### config.mk
export PLATFORM = sky130hd
export DESIGN_NAME = signal_debouncer
export DESIGN_NICKNAME = d
export VERILOG_FILES = /design/src/rtl/pdb_util_pkg.sv /design/src/rtl/debounce_channel.sv /design/src/rtl/signal_debouncer.sv
export SDC_FILE = /design/constraint.sdc
export NUM_CORES = 1
export LEC_CHECK = 0
export CORE_MARGIN = 8
export CORE_UTILIZATION = 45
export CTS_BUF_LIST = sky130_fd_sc_hd__clkbuf_2
export CTS_CLUSTER_SIZE = 20
export DETAILED_ROUTE_END_ITERATION = 7
export PLACE_DENSITY_LB_ADDON = 0.08
export SYNTH_ARGS = -nofsm -noshare
export SYNTH_HDL_FRONTEND = slang
export SYNTH_SLANG_ARGS = --single-unit
### constraint.sdc
create_clock -name iClk -period 1.6 [get_ports iClk]
set_clock_uncertainty 0.15 [all_clocks]
set_input_delay 0.32 -clock iClk [delete_from_list [all_inputs] [get_ports iClk]]
set_output_delay 0.32 -clock iClk [all_outputs]
set_load 0.1 [all_outputs]
### src/rtl/pdb_util_pkg.sv
// Shared defaults and helpers for the power-good / presence input conditioning blocks.
package pdb_util_pkg;

    localparam int DEF_SYNC_STAGES    = 2;
    localparam int DEF_DEBOUNCE_TICKS = 16;
    localparam int GLITCH_CNT_W       = 8;

    // Number of bits needed to hold values 0..value-1.
    function automatic int clog2(input int value);
        int bits;
        int rem;
        bits = 0;
        rem  = value - 1;
        while (rem > 0) begin
            bits++;
            rem = rem >>> 1;
        end
        return bits;
    endfunction

endpackage

### src/rtl/debounce_channel.sv
// Single-bit synchronizer plus tick-based debounce filter with a registered change strobe.
// Exposes a glitch flag only when SIGNAL_DEBOUNCER_GLITCH_CNT_EN is defined.
module debounce_channel
    import pdb_util_pkg::*;
#(
    parameter int   SYNC_STAGES    = DEF_SYNC_STAGES,
    parameter int   DEBOUNCE_TICKS = DEF_DEBOUNCE_TICKS,
    parameter logic RST_VAL        = 1'b0
) (
    input  logic iClk,
    input  logic iRst_n,
    input  logic iTick,
    input  logic iSig,
    output logic oSig,
    output logic oChange
`ifdef SIGNAL_DEBOUNCER_GLITCH_CNT_EN
    ,
    output logic oGlitch
`endif
);

    localparam int                CNT_W    = clog2(DEBOUNCE_TICKS + 1);
    localparam logic [CNT_W-1:0]  CNT_LAST = CNT_W'(DEBOUNCE_TICKS - 1);

    logic [SYNC_STAGES-1:0] sync_p0;
    logic                   s;
    logic [CNT_W-1:0]       cnt;

    assign s = sync_p0[SYNC_STAGES-1];

    always_ff @(posedge iClk) begin
        if (!iRst_n) begin
            sync_p0 <= {SYNC_STAGES{RST_VAL}};
            oSig    <= RST_VAL;
            oChange <= 1'b0;
            cnt     <= '0;
        end else begin
            sync_p0 <= {sync_p0[SYNC_STAGES-2:0], iSig};
            oChange <= 1'b0;
            if (s != oSig) begin
                if (iTick) begin
                    if (cnt == CNT_LAST) begin
                        oSig    <= s;
                        oChange <= 1'b1;
                        cnt     <= '0;
                    end else begin
                        cnt <= cnt + CNT_W'(1);
                    end
                end
            end else begin
                // Level fell back before acceptance: drop the partial count.
                cnt <= '0;
            end
        end
    end

`ifdef SIGNAL_DEBOUNCER_GLITCH_CNT_EN
    assign oGlitch = (s == oSig) && (cnt != '0);
`endif

endmodule

### src/rtl/signal_debouncer.sv
// Multi-channel synchronizer + debounce filter feeding the edge-detect stage.
// Optional shared glitch counter enabled by SIGNAL_DEBOUNCER_GLITCH_CNT_EN.
module signal_debouncer
    import pdb_util_pkg::*;
#(
    parameter int CH             = 4,
    parameter int SYNC_STAGES    = DEF_SYNC_STAGES,
    parameter int DEBOUNCE_TICKS = DEF_DEBOUNCE_TICKS,
    parameter int RST_VAL        = 0
) (
    input  logic                    iClk,
    input  logic                    iRst_n,
    input  logic                    iTick,
    input  logic [CH-1:0]           iSig,
    output logic [CH-1:0]           oSig,
    output logic [CH-1:0]           oChange
`ifdef SIGNAL_DEBOUNCER_GLITCH_CNT_EN
    ,
    input  logic                    iGlitch_clr,
    output logic [GLITCH_CNT_W-1:0] oGlitch_cnt
`endif
);

`ifdef SIGNAL_DEBOUNCER_GLITCH_CNT_EN
    logic [CH-1:0] glitch;
`endif

    for (genvar g = 0; g < CH; g++) begin : g_ch
        debounce_channel #(
            .SYNC_STAGES   (SYNC_STAGES),
            .DEBOUNCE_TICKS(DEBOUNCE_TICKS),
            .RST_VAL       (RST_VAL[0])
        ) u_ch (
            .iClk   (iClk),
            .iRst_n (iRst_n),
            .iTick  (iTick),
            .iSig   (iSig[g]),
            .oSig   (oSig[g]),
            .oChange(oChange[g])
`ifdef SIGNAL_DEBOUNCER_GLITCH_CNT_EN
            ,
            .oGlitch(glitch[g])
`endif
        );
    end

`ifdef SIGNAL_DEBOUNCER_GLITCH_CNT_EN
    function automatic logic [GLITCH_CNT_W-1:0] sat_inc(input logic [GLITCH_CNT_W-1:0] v);
        return (v == '1) ? v : v + GLITCH_CNT_W'(1);
    endfunction

    // Several channels glitching in one cycle count once; clear wins.
    always_ff @(posedge iClk) begin
        if (!iRst_n) begin
            oGlitch_cnt <= '0;
        end else if (iGlitch_clr) begin
            oGlitch_cnt <= '0;
        end else if (|glitch) begin
            oGlitch_cnt <= sat_inc(oGlitch_cnt);
        end
    end
`endif

endmodule

==> impl_results.md <==
* Setup tns final at 0 ns
* Drt first pass iters at 4
* Area contributors post-synth: dfxtp_1 (49%), xor2_1 (7.2%), nand2_1 (5.1%)
* Synth top area share at 49.10%
* WHS at 0.2979 ns
* Worst slack at placement at -0.1240 ns
* Routability Congestion at 0.8026
* Fin cells at 216
* Syn Area/Cell at 9.784 sq um
* Sequential power share at 65.8%
* Critical path, cell by cell: buf_12
* Clock-pin slew on the worst setup and hold paths at 0.17 ns
* CTS H-tree lvls at 2
* CP Class: reg2out
* Syn Inst Count at 150
* Routed Wire Length at 2.573 mm
* Crit path buf inv count at 1
* CTS sink cnt at 36
* DIE HEIGHT at 73.11 um
* PD cells at 779.8 nW/um^2
* Min Tclk post-route at 1.500 ns
* Crit Path Max Fanout at 3
* CP Data Arrival Time at a little over 1 ns
* GR Util All Layers at 10.80%
* Grt ovf at 0
* # IOs at 15
* Max Clk Rate at 666.8 MHz
* Gr busiest metal: met2
* Slew @ Worst Pin at 0.2175 ns
* Postcts setup bufs at 0
* Rows at 20
* Starting Density at 47.68%
* Routed wire per std cell at 11.91 um
* Combinational power share at roughly 5.2%
* Clock power frac at around 29%
* Max cap viols at 0
* Tcrit/Tclk final at between 90% and 100%
* Clk root buf: clkbuf_2
* Distinct cells, synth at 22
* Post-synth top cells: dfxtp_1 (36), nand2_1 (20), xor2_1 (12)
* Critical-path top delay cell: dfxtp_1
* Crit. End Element: output port
* Max Buffers Root-to-Sink at 2
* Finished Core Util at 57.85%
* Setup violators final at 0
* Final Hold Violating Endpoints at 0
* Sw Share at 23.13%
* # diodes at 0
* Placed instance count at around 210
* RSZ-0062 raised after global routing: no
* Hold_buf cts at 0
* Seq/Total Area, Yosys at 49.10%
* Global-route wire length before repair at approximately 4.5 mm
* Yosys reg bits at 36
* Leak Pwr at between 0.7 and 0.8 nW
* Cell Area, Synth at 1468 sq um
* Post-route setup slack at between 0.1 and 0.15 ns
* Yosys warns at 0
* CP max stage delay at ~0.46 ns
* Ys async rst share at 0%
* Net Sw Power at 321.2 uW
* Pint at 1.067 mW
* Post-layout nets at 182
* Ys flop type: dfxtp_1
* Layout cells sized above 1 at 20.35%
* Worst skew pair latency at roughly 0.37 ns
* CTS tree: done
* Initial antenna violation count at 0
* Layout area overhead at 21.31%
* Port Buffers at 14
* Cts repair resizes at 0
* Largest net degree at the start of global routing at 11
* CTS buffer count at 5
* M1 GR Usage at 11.27%
* Number of flops mapped to enable cells by yosys at 0
* Max VDD drop at 0.5290 mV
* Drt drc at 0
* Die Span X at 73.11 um
* Status: complete, no violations
* Met2 Track Usage GR at 17.68%
* Syn nets at 161
* DR iter-0 viols at 34
* ANT nets after route at 0
* Via density per instance at 4.852
* Vias in the first global route at between 1000 and 1500
* Vias at 1048
* Synth area leader: dfxtp_1
* Startpoint Class: flop
* Hold/Removal Path Class: reg2reg
* Dpl hpwl at 1.942 mm
* Slew margin rel. at 85.47%
* Die area at around 5300 sq um
* Req. time, crit path at 1.13 ns
* Met3 Use GR at 5.220%
* Cell family with the largest share of critical-path delay: flip-flops
* Placeable core region at 3078 sq um
* Count of final max-slew check failures at 0
* Most frequent cell after synthesis: dfxtp_1
-- final cells by class --
| class | instances | area (sq um) |
|---|---|---|
| well taps | 44 | 55.05 |
| clock inverters | 1 | 3.754 |
| repair buffers | 27 | 317.8 |
| multi-input cells | 101 | 648.1 |
| flip-flops and latches | 36 | 720.7 |
| clock buffers | 7 | 35.03 |
| fillers | 298 | 1297 |
-- power groups by stage --
stage,combinational (mW),sequential (mW),clock (mW)
2_1_floorplan,0.0421,0.932,0
3_3_place_gp,0.0704,0.933,0
3_5_place_dp,0.0727,0.933,0
4_1_cts,0.0732,0.915,0.422
5_1_grt,0.0800,0.916,0.459
6_report,0.0721,0.914,0.402
-- metal layers --
layer,wire (um),vias to the layer above,share of wire [%]
met1,1132,480,44
met2,1225,23,48
li1,-,539,-
met5,0,-,0
met3,162,6,6.3
met4,53,0,2.1
-- cells in the final DEF, fill, tap and decap left out --
cell | Yosys | final
dfxtp_1 | 36 | 36
nor2_2 | 2 | 2
nand3_1 | 3 | 3
nor3_2 | 2 | 2
clkbuf_2 | 0 | 7
xor2_1 | 12 | 12
a21oi_1 | 6 | 6
buf_12 | 0 | 8
mux2i_1 | 5 | 5
nand4_2 | 3 | 3
clkdlybuf4s50_1 | 0 | 6
buf_4 | 9 | 13
clkinv_1 | 0 | 1
xnor2_1 | 1 | 1
nand2_1 | 20 | 20
nand3b_1 | 3 | 3
nand4b_1 | 3 | 3
ha_1 | 4 | 4
nor3_1 | 7 | 7
and2_1 | 8 | 8
nor2_1 | 11 | 11
nand2b_1 | 6 | 6
nand4_1 | 5 | 5
-- path summary, 6_finish.rpt --
kind | from | to | slack, ns | cells after the start
worst max-delay path | g_ch[3].u_ch.oSig | oSig[3] | 0.10 | 1
worst min-delay path | g_ch[0].u_ch.sync_p0[0] | g_ch[0].u_ch.sync_p0[1] | 0.30 | 1
worst max register to register | g_ch[3].u_ch.cnt[0] | g_ch[3].u_ch.oSig | 0.24 | 4
worst min register to register | g_ch[0].u_ch.sync_p0[0] | g_ch[0].u_ch.sync_p0[1] | 0.30 | 1
-- registers in the layout, summed over array words and instances, names as in the netlist --
| register | flops |
|---|---|
| g_ch.u_ch.cnt | 20 |
| g_ch.u_ch.oChange | 4 |
| g_ch.u_ch.oSig | 4 |
| g_ch.u_ch.sync_p0 | 8 |
-- logic make-up after synthesis --
family / after synthesis / synth area share (%)
buffers and inverters: 13 / 6.734
DFF: 36 / 49.10
xor gates and xnor gates: 13 / 7.758
adders and majority gates: 4 / 3.410
muxes: 5 / 3.410
and+or+nand+nor: 73 / 27.54
AOI/OAI and AO/OA: 6 / 2.046
-- per-stage QoR --
stage,power [mW],cell area [sq um]
after floorplan,0.9737,1468
after global placement,1.003,1742
after detailed placement,1.006,1742
after CTS,1.410,1780
after global routing,1.456,1780
final,1.388,1780
Note: power is estimated with default switching activity, not from simulation.
